**src/rtl/debounced_counter_pkg.sv**
```systemverilog
// Shared constants for the debounced counter bank: mode/direction encodings,
// default parameter values and the select-width helper.
package debounced_counter_pkg;

  localparam logic MODE_WRAP = 1'b0;
  localparam logic MODE_SAT  = 1'b1;

  localparam logic DIR_DOWN  = 1'b0;
  localparam logic DIR_UP    = 1'b1;

  localparam int DEF_N_CH        = 4;
  localparam int DEF_CNT_W       = 16;
  localparam int DEF_SYNC_STAGES = 2;
  localparam int DEF_DB_W        = 4;

  // Operand widths of the scaling multiplier.
  localparam int MUL_OP_W = 3;

  // A single channel still needs a 1-bit select port.
  function automatic int sel_width(input int n_ch);
    return (n_ch > 1) ? $clog2(n_ch) : 1;
  endfunction

endpackage

```
**src/rtl/debounced_counter_bank_input_conditioner.sv**
```systemverilog
// Per-channel conditioning of an asynchronous enable pin: a flop synchroniser
// followed by a persistence-count debouncer.
module input_conditioner
  import debounced_counter_pkg::*;
#(
  parameter int SYNC_STAGES = DEF_SYNC_STAGES,
  parameter int DB_W        = DEF_DB_W
) (
  input  logic clk,
  input  logic rst_n,
  input  logic en_in,
  output logic en_db
);

  localparam logic [DB_W-1:0] DB_MAX = {DB_W{1'b1}};

  logic [SYNC_STAGES-1:0] sync_q, sync_d;
  logic                   en_s;
  logic                   stable_q, stable_d;
  logic [DB_W-1:0]        db_cnt_q, db_cnt_d;

  always_comb begin
    sync_d = {sync_q[SYNC_STAGES-2:0], en_in};
  end

  assign en_s = sync_q[SYNC_STAGES-1];

  // Any cycle where the synchronised input agrees with the accepted level
  // restarts the persistence count, so short glitches leave no residue.
  always_comb begin
    stable_d = stable_q;
    db_cnt_d = '0;
    if (en_s != stable_q) begin
      if (db_cnt_q == DB_MAX) begin
        stable_d = en_s;
      end else begin
        db_cnt_d = db_cnt_q + 1'b1;
      end
    end
  end

  always_ff @(posedge clk or negedge rst_n) begin
    if (!rst_n) begin
      sync_q   <= '0;
      stable_q <= 1'b0;
      db_cnt_q <= '0;
    end else begin
      sync_q   <= sync_d;
      stable_q <= stable_d;
      db_cnt_q <= db_cnt_d;
    end
  end

  assign en_db = stable_q;

endmodule

```
**src/rtl/debounced_counter_bank.sv**
```systemverilog
// Bank of debounced up/down counters with wrap/saturate, sticky overflow and
// a registered output stage returning a selected count or a scaled product.
module debounced_counter_bank
  import debounced_counter_pkg::*;
#(
  parameter int N_CH        = DEF_N_CH,
  parameter int CNT_W       = DEF_CNT_W,
  parameter int SYNC_STAGES = DEF_SYNC_STAGES,
  parameter int DB_W        = DEF_DB_W,
  parameter int SEL_W       = sel_width(N_CH)
) (
  input  logic                clk,
  input  logic                rst_n,
  input  logic [N_CH-1:0]     en_in,
  input  logic [N_CH-1:0]     dir,
  input  logic                sat_mode,
  input  logic [N_CH-1:0]     clr,
  input  logic [SEL_W-1:0]    sel,
  input  logic                mul_en,
  input  logic [MUL_OP_W-1:0] m_a,
  input  logic [MUL_OP_W-1:0] m_b,
  output logic [CNT_W-1:0]    data_out,
  output logic [N_CH-1:0]     ovf,
  output logic [N_CH-1:0]     en_db
);

  // Wide enough for m_a * m_b * 2^CNT_W without loss before truncation.
  localparam int PROD_W = CNT_W + 1 + 2 * MUL_OP_W;

  logic [CNT_W-1:0] cnt_arr [N_CH];

  for (genvar gi = 0; gi < N_CH; gi++) begin : g_ch
    logic [CNT_W-1:0] cnt_q, cnt_d;
    logic             ovf_q, ovf_d;

    input_conditioner #(
      .SYNC_STAGES (SYNC_STAGES),
      .DB_W        (DB_W)
    ) u_cond (
      .clk   (clk),
      .rst_n (rst_n),
      .en_in (en_in[gi]),
      .en_db (en_db[gi])
    );

    // Clear beats everything; the boundary case flags overflow whether the
    // counter wraps or pins.
    always_comb begin
      cnt_d = cnt_q;
      ovf_d = ovf_q;
      if (clr[gi]) begin
        cnt_d = '0;
        ovf_d = 1'b0;
      end else if (en_db[gi]) begin
        if (dir[gi] == DIR_UP) begin
          if (&cnt_q) begin
            ovf_d = 1'b1;
            cnt_d = (sat_mode == MODE_SAT) ? cnt_q : '0;
          end else begin
            cnt_d = cnt_q + 1'b1;
          end
        end else begin
          if (cnt_q == '0) begin
            ovf_d = 1'b1;
            cnt_d = (sat_mode == MODE_SAT) ? '0 : {CNT_W{1'b1}};
          end else begin
            cnt_d = cnt_q - 1'b1;
          end
        end
      end
    end

    always_ff @(posedge clk or negedge rst_n) begin
      if (!rst_n) begin
        cnt_q <= '0;
        ovf_q <= 1'b0;
      end else begin
        cnt_q <= cnt_d;
        ovf_q <= ovf_d;
      end
    end

    assign cnt_arr[gi] = cnt_q;
    assign ovf[gi]     = ovf_q;
  end

  logic [CNT_W-1:0]  cnt_sel;
  logic [PROD_W-1:0] prod_full;
  logic [CNT_W-1:0]  data_out_q, data_out_d;

  // Out-of-range selects fall back to channel 0.
  always_comb begin
    cnt_sel = cnt_arr[0];
    if (int'(sel) < N_CH) begin
      cnt_sel = cnt_arr[sel];
    end
  end

  always_comb begin
    prod_full  = PROD_W'(m_a) * PROD_W'(m_b) * (PROD_W'(cnt_sel) + PROD_W'(1));
    data_out_d = mul_en ? prod_full[CNT_W-1:0] : cnt_sel;
  end

  always_ff @(posedge clk or negedge rst_n) begin
    if (!rst_n) begin
      data_out_q <= '0;
    end else begin
      data_out_q <= data_out_d;
    end
  end

  assign data_out = data_out_q;

endmodule

```
**config.mk**
```make
export PLATFORM = sky130hd
export DESIGN_NAME = debounced_counter_bank
export DESIGN_NICKNAME = d
export VERILOG_FILES = /design/src/rtl/debounced_counter_pkg.sv /design/src/rtl/debounced_counter_bank_input_conditioner.sv /design/src/rtl/debounced_counter_bank.sv
export SDC_FILE = /design/constraint.sdc
export NUM_CORES = 1
export LEC_CHECK = 0
export CAP_MARGIN = 20
export CORE_MARGIN = 4
export CORE_UTILIZATION = 57
export CTS_CLUSTER_SIZE = 16
export DETAILED_ROUTE_END_ITERATION = 8
export PLACE_DENSITY = 0.81
export SLEW_MARGIN = 10
export SYNTH_ARGS = -nofsm -noshare
export SYNTH_HDL_FRONTEND = slang
export SYNTH_SLANG_ARGS = --single-unit
export TNS_END_PERCENT = 20
```
**constraint.sdc**
```tcl
create_clock -name clk -period 5.2 [get_ports clk]
set_input_delay 1.56 -clock clk [delete_from_list [all_inputs] [get_ports clk]]
set_output_delay 1.56 -clock clk [all_outputs]
set_load 0.005 [all_outputs]
```
**Word level (Yosys, flattened, before mapping)**

Index checks and enable logic that the tools add are counted.

- Eq/ne operators: 16
- Mux-type cells: 54
- Bitwise operators: 1
- $lt $le $gt $ge: 1
- Add/subtract/negate cells: 13
- $mul: 2
- Reductions and logical operators: 28

Operators by type and width:

| operator | number |
|---|---|
| $mux W16 | 25 |
| $add A16 B1 Y16 const B | 4 |
| $logic_not A16 Y1 | 4 |
| $reduce_and A16 Y1 | 4 |
| $sub A16 B1 Y16 const B | 4 |
| $bmux W16 S2 | 1 |
| $mux W4 | 8 |
| $mux W1 | 20 |
| $add A16 B1 Y17 const B | 1 |
| $mul A6 B17 Y16 | 1 |
| $add A4 B1 Y4 const B | 4 |
| $eq A4 B4 Y1 const B | 4 |
| $ne A4 B4 Y1 const B | 4 |
| $reduce_and A2 Y1 | 8 |
| $ne A3 B1 Y1 const B | 4 |
| $reduce_and A3 Y1 | 4 |
| $reduce_bool A3 Y1 | 4 |
| $reduce_bool A2 Y1 | 4 |
| $mul A3 B3 Y6 | 1 |
| $ne A1 B1 Y1 | 4 |
| $ge A3 B3 Y1 const B | 1 |
| $not A2 Y3 | 1 |

- Input port bits: 24
- Flip-flop bits (word level): 112

**Logic depth before layout (Yosys ltp)**

Gate-level depths: netlist of run 1.

- Word-level depth: 7
- Gate-level depth with buffers: 24
- Depth with buffers taken out: 22

**By module**

A second synthesis of run 1 with hierarchy kept.

- Cells, all modules: 1235
- Area total of the unflattened synthesis: 10682.7 sq um

By module, submodules not included:

| module | area each (sq um) | times used | cells each |
|---|---|---|---|
| debounced_counter_bank | 9561.7 | 1 | 1155 |
| input_conditioner | 280.3 | 4 | 20 |

**Worst setup path before layout of run 1**

No wires, ideal clock.

- Path kind: in2reg
- Start: in m_a[0]
- End: reg data_out_q[15], in the netlist data_out[15]
- Data required time: 5.118 ns
- Stages: 22
- Library setup time: 0.082 ns
- Arrival time: 6.989 ns
- Path slack: -1.871 ns
- Buffers on the path: 1
- Cells stage by stage: nand2_1 -> fa_1 -> inv_1 -> ha_1 -> fa_1 -> xnor2_1 -> clkbuf_1 -> nand2b_1 -> fa_1 -> fa_1 -> fa_1 -> inv_1 -> ha_1 -> a21o_1 -> a21oi_1 -> o21bai_1 -> a21oi_1 -> o21bai_1 -> a211o_1 -> a2111oi_0 -> o21ai_0 -> a31oi_1

- Longest elaborated chain between the ends: 3

RTL lines:

| item | RTL line | source |
|---|---|---|
| start: declaration | debounced_counter_bank.sv:20 | `input logic [MUL_OP_W-1:0] m_a,` |
| $mul A3 B3 Y6 | debounced_counter_bank.sv:100 | `prod_full = PROD_W'(m_a) * PROD_W'(m_b) * (PROD_W'(cnt_sel) + PROD_W'(1));` |
| $mul A6 B17 Y16 | debounced_counter_bank.sv:100 |  |
| $mux W16 | debounced_counter_bank.sv:101 | `data_out_d = mul_en ? prod_full[CNT_W-1:0] : cnt_sel;` |
| named net data_out_d[15] | debounced_counter_bank.sv:89 | `logic [CNT_W-1:0] data_out_q, data_out_d;` |
| end signal: assignment | debounced_counter_bank.sv:108 | `data_out_q <= data_out_d;` |
| end: declaration | debounced_counter_bank.sv:89 |  |

The timed path passes the listed nets, and every way through them passes these cells.
A chain may end at the register's enable or synchronous reset.

**Worst setup path after layout of run 1**

- Start: in sel[1]
- End: reg data_out_q[15], in the netlist data_out[15]

- Longest elaborated chain between the ends: 7

RTL lines:

| item | RTL line | source |
|---|---|---|
| start: declaration | debounced_counter_bank.sv:18 | `input logic [SEL_W-1:0] sel,` |
| $not A2 Y3 (implied by the code) (*) | debounced_counter_bank.sv:95 | `cnt_sel = cnt_arr[sel];` |
| $bmux W16 S2 (*) | debounced_counter_bank.sv:95 |  |
| $mux W16 (implied by the code) (*) (2 in a row) | debounced_counter_bank.sv:95 |  |
| $add A16 B1 Y17 | debounced_counter_bank.sv:100 |  |
| $mul A6 B17 Y16 | debounced_counter_bank.sv:100 |  |
| $mux W16 (*) | debounced_counter_bank.sv:101 |  |
| named net data_out_d[15] | debounced_counter_bank.sv:89 |  |

Mark *: on every way through the listed nets, which the timed path passes. The rest lies on a longest branch. The select of a mux whose other input is x is not followed.

==> summary.txt, run 1 <==
Status
  – Outcome: complete, but fails checks
  – Failing checks: setup timing

GRT
  – Grt ovf: 0
  – Antenna violations before repair: 0
  – Pin count of the biggest net entering global routing: roughly 50
  – Vias in the first global route: 9643
  – Total track usage: ~28%
  – First-pass GRT wire length: approximately 47000 µm

Placement
  – DP Wirelength: approximately 21000 µm
  – IO Port Bufs: 47
  – Post-DP Area: around 0.012 mm²
  – Place WS: -2090 ps
  – Final GP Congestion: about 0.95

Clock network
  – H-tree levels: 3
  – Clock Latency Late Sink: 360 ps
  – CTS buffer count: 9
  – Clock transition at path regs: roughly 80 ps
  – Clock sink count: around 110
  – CTS tree: yes
  – Clock root cell: clkbuf_16
  – Maximum root-to-sink buffer count: 2

Synthesis
  – Mapped Area: 0.0105 mm²
  – Mapped Avg Cell Area: 8.54 µm²
  – Ys async rst share: between 90% and 100%
  – Mapped Cells: between 1k and 1.5k
  – Post-synth EDFFs: 0
  – Synth Register Bits: between 100 and 150
  – Unique cell type count in the Yosys netlist: 80
  – YS warnings: 0
  – Ys flop type: dfrtp_1
  – Seq/Total Area, Yosys: roughly a quarter
  – Syn Nets: roughly 1.3k

Drt
  – Pre-antenna DRT Iters: 7
  – WL final: between 20000 and 30000 µm
  – 1st-iter DRT viols: roughly 1.1k
  – Via density: 6.24
  – Wire length per cell: roughly 18 µm
  – DR DRC count: 0
  – Antenna viol nets, final: 0
  – Routed vias: approximately 9.8k

Timing
  – Tmin final: around 6300 ps
  – Slew headroom: a little under a third
  – Clk_skew: 7.53 ps
  – Maximum clock rate: around 160 MHz
  – Final setup viols: 10
  – Slew @ Worst Pin: about 1000 ps
  – Final hold violations: 0
  – Final Max Tran Viols: 0
  – Final WS setup: -1150 ps
  – Final hold slack: approximately 360 ps
  – RSZ-0062 raised after global routing: true
  – Period utilization: 122%

Min path
  – Hold_sp: g_ch[2].u_cond.sync_q[0]
  – Hold Path Class: reg2reg
  – Hold Path Cell Cnt: 0
  – WHS Endpoint: g_ch[2].u_cond.sync_q[1]

Finish
  – Area growth syn-to-layout: 19.0%
  – Design Area, Final: 0.0125 mm²
  – Fin util: between 60% and 70%
  – Fillers: 1377
  – Layout cell share with drive strength beyond 1: a little under a fifth
  – # nets final: 1442
  – ANT cells: 0

Floorplan
  – Initial Util: 58.1%
  – IO Pins: 48
  – DIE AREA: between 0.02 and 0.025 mm²
  – FP Rows: 49
  – Core ar.: approximately 0.018 mm²
  – Die Wd: 144 µm
  – Die H: ~140 µm

Power
  – Switch Pwr: approximately 1.9 mW
  – Switch share: 40.9%
  – Sequential share of power: between 20% and 30%
  – PwrDens: roughly 370 mW/mm²
  – Peak VDD IR: between 0.3 and 0.4 mV
  – Static Leak: around 5.3 nW
  – Clk pwr share: 15.8%
  – Total Power: about 4.6 mW
  – Internal power: roughly 2.7 mW
  – Comb power frac: around 58%

Setup path
  – Crit path largest cell delay: between 600 and 700 ps
  – Crit-path most repeated cell: fa_1
  – Reg2reg end: data_out[15]
  – Top delay family on crit path: adder cells
  – Worst-path fanout max: 6
  – Worst setup path category: in2reg
  – Crit. End Element: register
  – Worst Path Buf+Inv: 4
  – Crit path max-delay cell type: mux4_4
  – RR Startpoint: g_ch[3].cnt_q[3]
  – R2R Setup Slk: -130 ps
  – CP required: ~5400 ps
  – R2R depth: 20
  – CP cell instances: buf_2 > buf_12 > mux4_4 > nand4_4 > and2b_2 > xnor2_4 > nor2_2 > fa_1 > inv_2 > fa_1 > fa_1 > inv_2 > ha_4 > a21o_1 > a21oi_4 > o21bai_1 > a21oi_2 > o21bai_1 > a211o_1 > a2111oi_4 > or3_1 > a31oi_1
  – Critical Path Start Type: primary input
  – Crit path DAT: 6540 ps

Run
  – Number of max-cap violations: 0
## cell families (layout without fill, tap and decap cells)
group	count (synthesis)	after routing	synth area share, %
XOR/XNOR	67	67	5.87
AO/OA/AOI/OAI	300	300	18.1
buffers and inverters	178	286	7.15
multiplexers	35	35	5.73
flip-flops	112	112	26.7
AND/OR/NAND/NOR	448	448	22.6
adder cells (fa/ha/maj)	87	87	13.8
## cells in the mapped netlist (all sizes together), types with 11 or more instances
cell type	number	area share (%)
inv	88	3.2
and3	17	1.0
dfrtp	112	27
or2	11	0.66
mux4	16	3.7
nand2b	23	1.4
mux2	15	1.6
buf	21	1.5
xor2	17	1.4
clkbuf	68	2.4
and2	19	1.1
nor2	108	3.9
nor3	36	1.8
ha	40	4.8
nand3	39	2.1
xnor2	48	4.0
nand4	16	1.2
nor2b	27	1.6
o21ai	67	3.2
fa	47	9.0
a31oi	15	0.90
nor4	12	1.1
nand2	99	3.5
a21oi	98	4.7
## per-layer routing
layer | global-route usage [%] | part of all wire [%] | vias to the layer above | wire length [µm]
met5 | 0 | 0 | - | 0
met4 | 12.0 | 4.1 | 0 | 1170
met3 | 5.32 | 7.7 | 81 | 2190
met2 | 47.3 | 48 | 480 | 13600
met1 | 36.5 | 41 | 4677 | 11600
li1 | - | - | 4524 | -
## metrics by stage
step                      TNS (ps)  cells
after global routing         -9240   1564
after detailed placement    -17850   1538
after CTS                    -7900   1559
final                        -7550   1564
after global placement      -16750   1538
after floorplan              -9000   1227
## state kept, by name, indices dropped and copies added, names as in the netlist
register	flops
g_ch.u_cond.sync_q	8
g_ch.cnt_q	64
g_ch.u_cond.en_db	4
data_out	16
g_ch.u_cond.db_cnt_q	16
g_ch.ovf_q	4
## placed cells by master (no fill, tap or decap), types with 12 or more instances in the layout
cell,Yosys,layout
a21oi_1,98,91
a31oi_1,15,15
and2_1,18,18
and3_1,17,17
buf_4,9,127
buf_6,3,12
clkdlybuf4s50_1,0,38
dfrtp_1,112,112
fa_1,47,45
ha_1,40,33
inv_1,88,83
mux2_2,15,15
nand2_1,99,96
nand2b_1,22,21
nand3_1,37,37
nand4_1,14,14
nor2_1,108,102
nor2b_1,27,25
nor3_1,35,35
o21ai_0,64,63
xnor2_1,48,45
xor2_1,17,14
## power by group through the flow
stage	logic (mW)	clock network (mW)	registers, mW
global placement	2.36	0	1.22
global route	2.96	0.781	1.23
finish	2.68	0.732	1.21
floorplan	1.65	0	1.13
CTS	2.53	0.743	1.21
detailed placement	2.45	0	1.22
## layout make-up
type | count | area [µm²] | share of cell area [%]
inverter | 89 | 334 | 2.68
clock buffer | 10 | 239 | 1.92
sequential | 112 | 2800 | 22.5
timing repair buffer | 182 | 1530 | 12.3
tap | 229 | 287 | 2.30
multi-input combinational | 937 | 7210 | 57.8
clock inverter | 5 | 65.1 | 0.522
## how the worst max path moves through the flow
stage,endpoint,from,slack [ps],depth (start not counted)
2_1_floorplan,data_out[15],sel[1],-1370,23
3_3_place_gp,data_out[15],m_b[2],-1930,21
3_5_place_dp,data_out[15],m_b[2],-2090,21
4_1_cts,data_out[15],m_a[2],-1220,22
5_1_grt,data_out[15],sel[1],-1350,23
6_report,data_out[15],sel[1],-1150,22
## worst reg2reg max path: cells and delay by family (launching register included)
kind                     cells  cell delay (ps)
flip-flops                   1              420
AO/OA/AOI/OAI                8             1460
buffers and inverters        2              100
adder cells (fa/ha/maj)      4             1720
multiplexers                 1              660
AND/OR/NAND/NOR              4              610
XOR/XNOR                     1              190
## what timing repair did
action / in CTS / in global routing
resized for setup: 54 / 30
endpoints found under the setup margin: 12 / 11
pin swaps: 35 / 36
hold buffers: 0 / 0
setup buffers: 7 / 5
Note: power is estimated with default switching activity, not from simulation.
==> inputs of run 2 (changes only) <==
--- a/config.mk
+++ b/config.mk
@@ -5,6 +5,7 @@
 export SDC_FILE = /design/constraint.sdc
 export NUM_CORES = 1
 export LEC_CHECK = 0
+export ABC_CLOCK_PERIOD_IN_PS = 5200
 export CAP_MARGIN = 20
 export CORE_MARGIN = 4
 export CORE_UTILIZATION = 57
@@ -14,5 +15,6 @@
 export SLEW_MARGIN = 10
 export SYNTH_ARGS = -nofsm -noshare
 export SYNTH_HDL_FRONTEND = slang
+export SYNTH_HIERARCHICAL = 1
 export SYNTH_SLANG_ARGS = --single-unit
 export TNS_END_PERCENT = 20
==> summary.txt, run 2 <==
Status
  – Outcome: complete, but fails checks
  – Failing checks: setup timing

Synthesis
  – YS warnings: 6 (+6)
  – Mapped Cells: 1235 (+0.65%)
  – Ys flop type: dfrtp_1
  – Mapped Avg Cell Area: 8.65 µm² (+1.3%)
  – Top-area cell type share of the netlist area: 26.2% (-0.51 points)
  – Synth Register Bits: 112 (unchanged)
  – Post-synth EDFFs: 0 (unchanged)
  – Count leader, synth: nor2_1
  – Synth area leader: dfrtp_1
  – Seq/Total Area, Yosys: 26.2% (-0.51 points)
  – Ys async rst share: 100% (unchanged)
  – Synth top area cells: dfrtp_1, fa_1, ha_1, a21oi_1, xnor2_1
  – Mapped Area: 0.0107 mm² (+1.9%)
  – Top cells by count, synth: nor2_1, dfrtp_1, a21oi_1
  – Syn Nets: 1346 (+0.60%)
  – Unique cell type count in the Yosys netlist: 81 (+1.3%)

Power
  – Comb power frac: 59.1% (+1.1 points)
  – Peak VDD IR: 0.210 mV (-33%)
  – Static Leak: 5.39 nW (+1.8%)
  – PwrDens: 381 mW/mm² (+2.7%)
  – Internal power: 2.76 mW (+0.97%)
  – Switch share: 42.3% (+1.4 points)
  – Switch Pwr: 2.03 mW (+7.1%)
  – Clk pwr share: 14.7% (-1.1 points)
  – Sequential share of power: 26.2% (about the same)

GRT
  – Grt ovf: 0 (unchanged)
  – Total track usage: 27.2% (-1.2 points)
  – Antenna violations before repair: 0 (unchanged)
  – Pin count of the biggest net entering global routing: 55 (+12%)
  – First-pass GRT wire length: 47800 µm (+1.6%)
  – Vias in the first global route: 9497 (-1.5%)

Placement
  – Final GP Congestion: 0.985 (+3.7%)
  – DP Wirelength: 21300 µm (+1.1%)
  – IO Port Bufs: 47 (unchanged)

Timing
  – Final hold violations: 0 (unchanged)
  – Slew headroom: 36.4% (+4.9 points)
  – Period utilization: 122% (about the same)
  – Final setup viols: 11 (+1)
  – Clk_skew: 10.8 ps (+3.22 ps)
  – RSZ-0062 raised after global routing: true
  – Final Max Tran Viols: 0 (unchanged)
  – Maximum clock rate: 157 MHz (about the same)
  – Tmin final: 6350 ps (+5.78 ps)
  – Final hold slack: 355 ps (-0.789 ps)
  – Final WS setup: -1150 ps (-5.78 ps)
  – Slew @ Worst Pin: 948 ps (-74.4 ps)

Floorplan
  – Initial Util: 58.7% (+0.53 points)
  – IO Pins: 48 (unchanged)
  – DIE AREA: 0.0210 mm² (+1.8%)
  – FP Rows: 49 (unchanged)
  – Die H: 145 µm (+0.92%)
  – Core ar.: 0.0182 mm² (+1.0%)
  – Die Wd: 145 µm (+0.92%)

Finish
  – ANT cells: 0 (unchanged)
  – Max reg flops: 64 (unchanged)
  – Commonest cells after routing, fill and taps aside: buf_4, nor2_1, dfrtp_1
  – Largest reg by FF count: g_ch.cnt_q
  – Fin util: 69.0% (-0.16 points)
  – # nets final: 1467 (+1.7%)
  – Area growth syn-to-layout: 17.7%
  – Layout cell share with drive strength beyond 1: 19.2% (+0.23 points)
  – Most common cell after layout, fill and taps aside: buf_4

Drt
  – Met2 WL: 14200 µm (+4.5%)
  – 1st-iter DRT viols: 1340 (+20%)
  – WL final: 29100 µm (+2.0%)
  – Via density: 6.21 (-0.46%)
  – Met1 WL: 11900 µm (+3.1%)
  – DR DRC count: 0 (unchanged)
  – Wire length per cell: 18.3 µm (+0.37%)
  – Routed vias: 9879 (+1.2%)
  – Top layer in use: met4
  – Antenna viol nets, final: 0 (unchanged)
  – Metal3 WL: 1980 µm (-9.9%)
  – Pre-antenna DRT Iters: 5 (-2)

Run
  – Number of max-cap violations: 0 (unchanged)

Setup path
  – Worst setup path category: in2reg
  – CP cell instances: buf_6 > buf_12 > buf_4 > mux4_2 > buf_6 > nand3_1 > nor2_1 > buf_4 > nand3_1 > xor2_2 > buf_4 > nand2b_1 > fa_1 > fa_1 > fa_1 > inv_1 > ha_1 > inv_1 > o21bai_1 > a211o_2 > a2111oi_4 > or3_1 > a31oi_1
  – CP required: 5410 ps (+20 ps)
  – Crit path DAT: 6570 ps (+30 ps)
  – Crit path max-delay cell type: fa_1
  – Crit path largest cell delay: 560 ps (-110 ps)
  – Crit. End Element: register
  – Worst-path fanout max: 6 (unchanged)
  – Critical Path Start Type: primary input

Clock network
  – Clock root cell: clkbuf_16
  – Clock Latency Late Sink: 360 ps (about the same)
  – H-tree levels: 3 (unchanged)
  – CTS tree: yes
  – Clock sink count: 112 (unchanged)
  – Clock transition at path regs: 80 ps (about the same)
  – CTS buffer count: 9 (unchanged)
  – Maximum root-to-sink buffer count: 2 (unchanged)

Min path
  – Hold Path Class: reg2reg
-- run 2: cell count changes after synthesis, moves of 8 or more --
cell	previous run	this run
clkbuf_1	67	47
clkbuf_8	0	17
nand2_1	99	87
nand3_1	37	47
nor2_1	108	116
nor3_1	35	44
o21ai_0	64	79
-- run 2: final timing paths --
path	depth (start not counted)	slack, ps	end	startpoint
max	23	-1150	data_out[15]	sel[1]
min	0	360	g_ch[1].u_cond/sync_q[1]	g_ch[1].u_cond/sync_q[0]
max reg2reg	20	-130	data_out[15]	g_ch[1].cnt_q[2]
min reg2reg	0	360	g_ch[1].u_cond/sync_q[1]	g_ch[1].u_cond/sync_q[0]
max in group asynchronous	2	3030	g_ch[3].cnt_q[15]	rst_n
min in group asynchronous	1	1240	g_ch[1].cnt_q[12]	rst_n
-- run 2: per-stage QoR --
step	setup TNS (ps)	power (mW)	std cells	setup WS [ps]	instance area (µm²)
final	-8240	4.79	1590	-1150	12600
after detailed placement	-18260	3.76	1557	-2030	11900
after global routing	-9730	5.09	1590	-1370	12600
after global placement	-17470	3.69	1557	-1980	11900
after CTS	-7120	4.65	1588	-1100	12500
after floorplan	-7910	2.91	1235	-1260	10800
-- run 2: power groups by stage --
stage	Clock [mW]	Combinational, mW	Sequential, mW
6_report	0.703	2.83	1.25
5_1_grt	0.747	3.07	1.27
4_1_cts	0.719	2.69	1.25
3_5_place_dp	0	2.50	1.26
3_3_place_gp	0	2.43	1.26
2_1_floorplan	0	1.74	1.16
-- run 2: repair_timing --
action	CTS	global route
hold buffers	0	0
resized for setup	85	6
pin swaps	43	18
setup endpoints to repair	12	11
buffers inserted	15	2
-- run 2: final cells by class --
class	instances	area, µm²
tap	229	287
sequential	112	2800
multi-input combinational	950	7230
clock buffer	9	225
fill	1356	5640
clock inverter	7	71.3
timing repair buffer	192	1610
inverter	91	342
-- run 2: cells by family after synthesis --
family                     Yosys count  synth area share [%]
DFF                                112                  26.2
adders and majority gates           87                  13.5
xor gates and xnor gates            72                  6.16
AOI/OAI and AO/OA                  303                  17.5
muxes                               32                  5.53
and+or+nand+nor                    456                  22.3
buffers and inverters              173                  8.75
-- run 2: worst max-delay path: cells and delay by family --
family / cells / cell delay [ps]
AND/OR/NAND/NOR: 5 / 720
adder cells (fa/ha/maj): 4 / 1860
buffers and inverters: 8 / 930
XOR/XNOR: 1 / 200
AO/OA/AOI/OAI: 4 / 870
multiplexers: 1 / 420
-- run 2: routing by layer --
| layer | global-route usage (%) | vias to the layer above |
|---|---|---|
| li1 | - | 4587 |
| met1 | 36.4 | 4763 |
| met2 | 45.2 | 443 |
| met3 | 3.99 | 86 |
| met4 | 10.2 | 0 |
| met5 | 0 | - |
==> inputs of run 3 (changes only) <==
--- a/config.mk
+++ b/config.mk
@@ -5,13 +5,13 @@
 export SDC_FILE = /design/constraint.sdc
 export NUM_CORES = 1
 export LEC_CHECK = 0
-export ABC_CLOCK_PERIOD_IN_PS = 5200
+export ABC_CLOCK_PERIOD_IN_PS = 6500
 export CAP_MARGIN = 20
 export CORE_MARGIN = 4
-export CORE_UTILIZATION = 57
+export CORE_UTILIZATION = 58
 export CTS_CLUSTER_SIZE = 16
 export DETAILED_ROUTE_END_ITERATION = 8
-export PLACE_DENSITY = 0.81
+export PLACE_DENSITY = 0.79
 export SLEW_MARGIN = 10
 export SYNTH_ARGS = -nofsm -noshare
 export SYNTH_HDL_FRONTEND = slang
==> constraint.sdc (replaced) <==
create_clock -name clk -period 6.5 [get_ports clk]
set_input_delay 1.95 -clock clk [delete_from_list [all_inputs] [get_ports clk]]
set_output_delay 1.95 -clock clk [all_outputs]
set_load 0.005 [all_outputs]
==> summary.txt, run 3 (synthesis results as in run 2) <==
Status
  – Outcome: complete, but fails checks
  – Failing checks: setup timing

Floorplan
  – IO Pins: 48 (unchanged)
  – Initial Util: 59.3% (+0.60 points)
  – Die H: 144 µm (-0.82%)
  – Die Wd: 144 µm (-0.82%)
  – Core ar.: 0.0180 mm² (-1.0%)
  – FP Rows: 49 (unchanged)
  – DIE AREA: 0.0207 mm² (-1.6%)

Setup path
  – Critical Path Start Type: primary input
  – R2R Setup Slk: 1150 ps (+1280 ps)
  – CP cell instances: clkdlybuf4s15_2 > buf_12 > mux4_2 > ha_4 > nand3_1 > xor2_2 > buf_4 > buf_4 > buf_4 > nor2b_1 > fa_1 > inv_1 > fa_1 > fa_1 > inv_1 > ha_1 > inv_1 > o21bai_1 > a21oi_2 > o21bai_1 > a211o_2 > a2111oi_4 > or3_1 > a31oi_1
  – Crit path max-delay cell type: mux4_2
  – Worst Path Buf+Inv: 8 (unchanged)
  – Worst setup path category: in2reg
  – RR Startpoint: g_ch[1].cnt_q[2]
  – Worst setup path startpoint: sel[1]
  – Worst-path fanout max: 7 (+1)
  – CP required: 6710 ps (+1300 ps)
  – Crit. End Element: register
  – R2R depth: 21 (+5.0%)
  – Crit path DAT: 6950 ps (+380 ps)
  – Reg2reg end: data_out[15]
  – Crit path largest cell delay: 580 ps (+20 ps)
  – Top delay family on crit path: adder cells

Min path
  – Hold Path Class: reg2reg
  – Hold Path Cell Cnt: 0 (unchanged)
  – WHS Endpoint: g_ch[0].u_cond/sync_q[1]
  – Hold_sp: g_ch[0].u_cond/sync_q[0]

Clock network
  – Hold buffer count at CTS: 0 (unchanged)
  – Clock Latency Late Sink: 370 ps (about the same)
  – Maximum root-to-sink buffer count: 2 (unchanged)
  – Clock sink count: 112 (unchanged)
  – Clock transition at path regs: 80 ps (about the same)
  – CTS buffer count: 9 (unchanged)
  – H-tree levels: 3 (unchanged)
  – CTS tree: yes
  – Clock root cell: clkbuf_16

Finish
  – Most common cell after layout, fill and taps aside: nor2_1
  – Design Area, Final: 0.0121 mm² (-3.5%)
  – # nets final: 1421 (-3.1%)
  – Layout cell share with drive strength beyond 1: 15.5% (-3.7 points)
  – ANT cells: 0 (unchanged)
  – Fillers: 1451 (+7.0%)
  – Register Area: 0.00280 mm² (unchanged)
  – Area growth syn-to-layout: 13.5%
  – Largest reg by FF count: g_ch.cnt_q
  – Commonest cells after routing, fill and taps aside: nor2_1, dfrtp_1, buf_4
  – Max reg flops: 64 (unchanged)
  – Fin util: 67.3% (-1.8 points)
  – Non-Filler Instances: 1544 (-2.9%)
  – Multi-input combinational cell area: 0.00715 mm² (-1.1%)

Timing
  – Slew @ Worst Pin: 1050 ps (+103 ps)
  – RSZ-0062 raised after global routing: true
  – Final Max Tran Viols: 0 (unchanged)
  – Tmin final: between 6000 and 7000 ps
  – Final setup viols: 4 (-7)
  – Final WS setup: -232 ps (+921 ps)
  – Setup TNS after final layout: -562 ps (+7670 ps)
  – Maximum clock rate: around 150 MHz
  – Clk_skew: 9.89 ps (-0.871 ps)
  – Slew headroom: 30.0% (-6.5 points)
  – Period utilization: 104%
  – Final hold slack: 352 ps (-3.75 ps)
  – Final hold violations: 0 (unchanged)

Drt
  – Routed vias: 9687 (-1.9%)
  – DR DRC count: 0 (unchanged)
  – Via density: 6.27 (+0.98%)
  – WL final: 27600 µm (-5.2%)
  – Antenna viol nets, final: 0 (unchanged)
  – Pre-antenna DRT Iters: 6 (+1)
  – 1st-iter DRT viols: 993 (-26%)
  – Wire length per cell: 17.9 µm (-2.3%)

Power
  – Static Leak: 5.14 nW (-4.6%)
  – Internal power: 2.05 mW (-26%)
  – Sequential share of power: 31.0% (+4.8 points)
  – Comb power frac: 53.3% (-5.8 points)
  – Clk pwr share: 15.8% (+1.1 points)
  – PwrDens: 295 mW/mm² (-23%)
  – Switch share: 42.5% (+0.19 points)
  – Total Power: 3.58 mW (-25%)
  – Peak VDD IR: 0.223 mV (+6.2%)
  – Switch Pwr: 1.52 mW (-25%)

Placement
  – Dpl cells: 1515 (-2.7%)
  – IO Port Bufs: 47 (unchanged)
  – Place WS: -1220 ps (+811 ps)
  – Final GP Congestion: 0.938 (-4.7%)
  – DP Wirelength: 20400 µm (-4.1%)
  – Post-DP Area: 0.0116 mm² (-2.6%)

GRT
  – First-pass GRT wire length: 46500 µm (-2.7%)
  – Antenna violations before repair: 0 (unchanged)
  – Vias in the first global route: 9321 (-1.9%)
  – Grt ovf: 0 (unchanged)
  – Pin count of the biggest net entering global routing: 68 (+24%)
  – Total track usage: 27.8% (+0.56 points)

Run
  – Number of max-cap violations: 0 (unchanged)
-- run 3: worst max-delay path by stage --
stage	to	depth (start not counted)
2_1_floorplan	data_out[15]	22
3_3_place_gp	data_out[15]	22
3_5_place_dp	data_out[15]	22
4_1_cts	data_out[15]	22
5_1_grt	data_out[15]	24
6_report	data_out[15]	24
-- run 3: power by group through the flow --
stage	clock [mW]	sequential, mW	combinational, mW
6_report	0.564	1.11	1.90
5_1_grt	0.602	1.13	2.12
4_1_cts	0.573	1.09	1.88
3_5_place_dp	0	1.11	1.81
3_3_place_gp	0	1.10	1.75
2_1_floorplan	0	0.931	1.39
-- run 3: layout make-up --
| cell class | instances | share of cell area (%) |
|---|---|---|
| multi-input cells | 950 | 59.0 |
| flip-flops and latches | 112 | 23.1 |
| repair buffers | 146 | 10.2 |
| inverters | 91 | 2.82 |
| well taps | 229 | 2.36 |
| clock buffers | 9 | 1.86 |
| clock inverters | 7 | 0.609 |
-- run 3: per-layer routing --
metal | GRT usage, % | part of all wire, % | vias up | routed length, µm
li1 | - | - | 4504 | -
met1 | 38.0 | 42 | 4661 | 11500
met2 | 45.6 | 48 | 454 | 13300
met3 | 3.93 | 7.0 | 68 | 1930
met4 | 9.42 | 2.9 | 0 | 813
met5 | 0 | 0 | - | 0
-- run 3: what timing repair did --
action,CTS,global route
resized for setup,56,6
pin swaps,23,8
setup endpoints to repair,8,6
endpoints found under the hold margin,0,0
buffers inserted,8,4
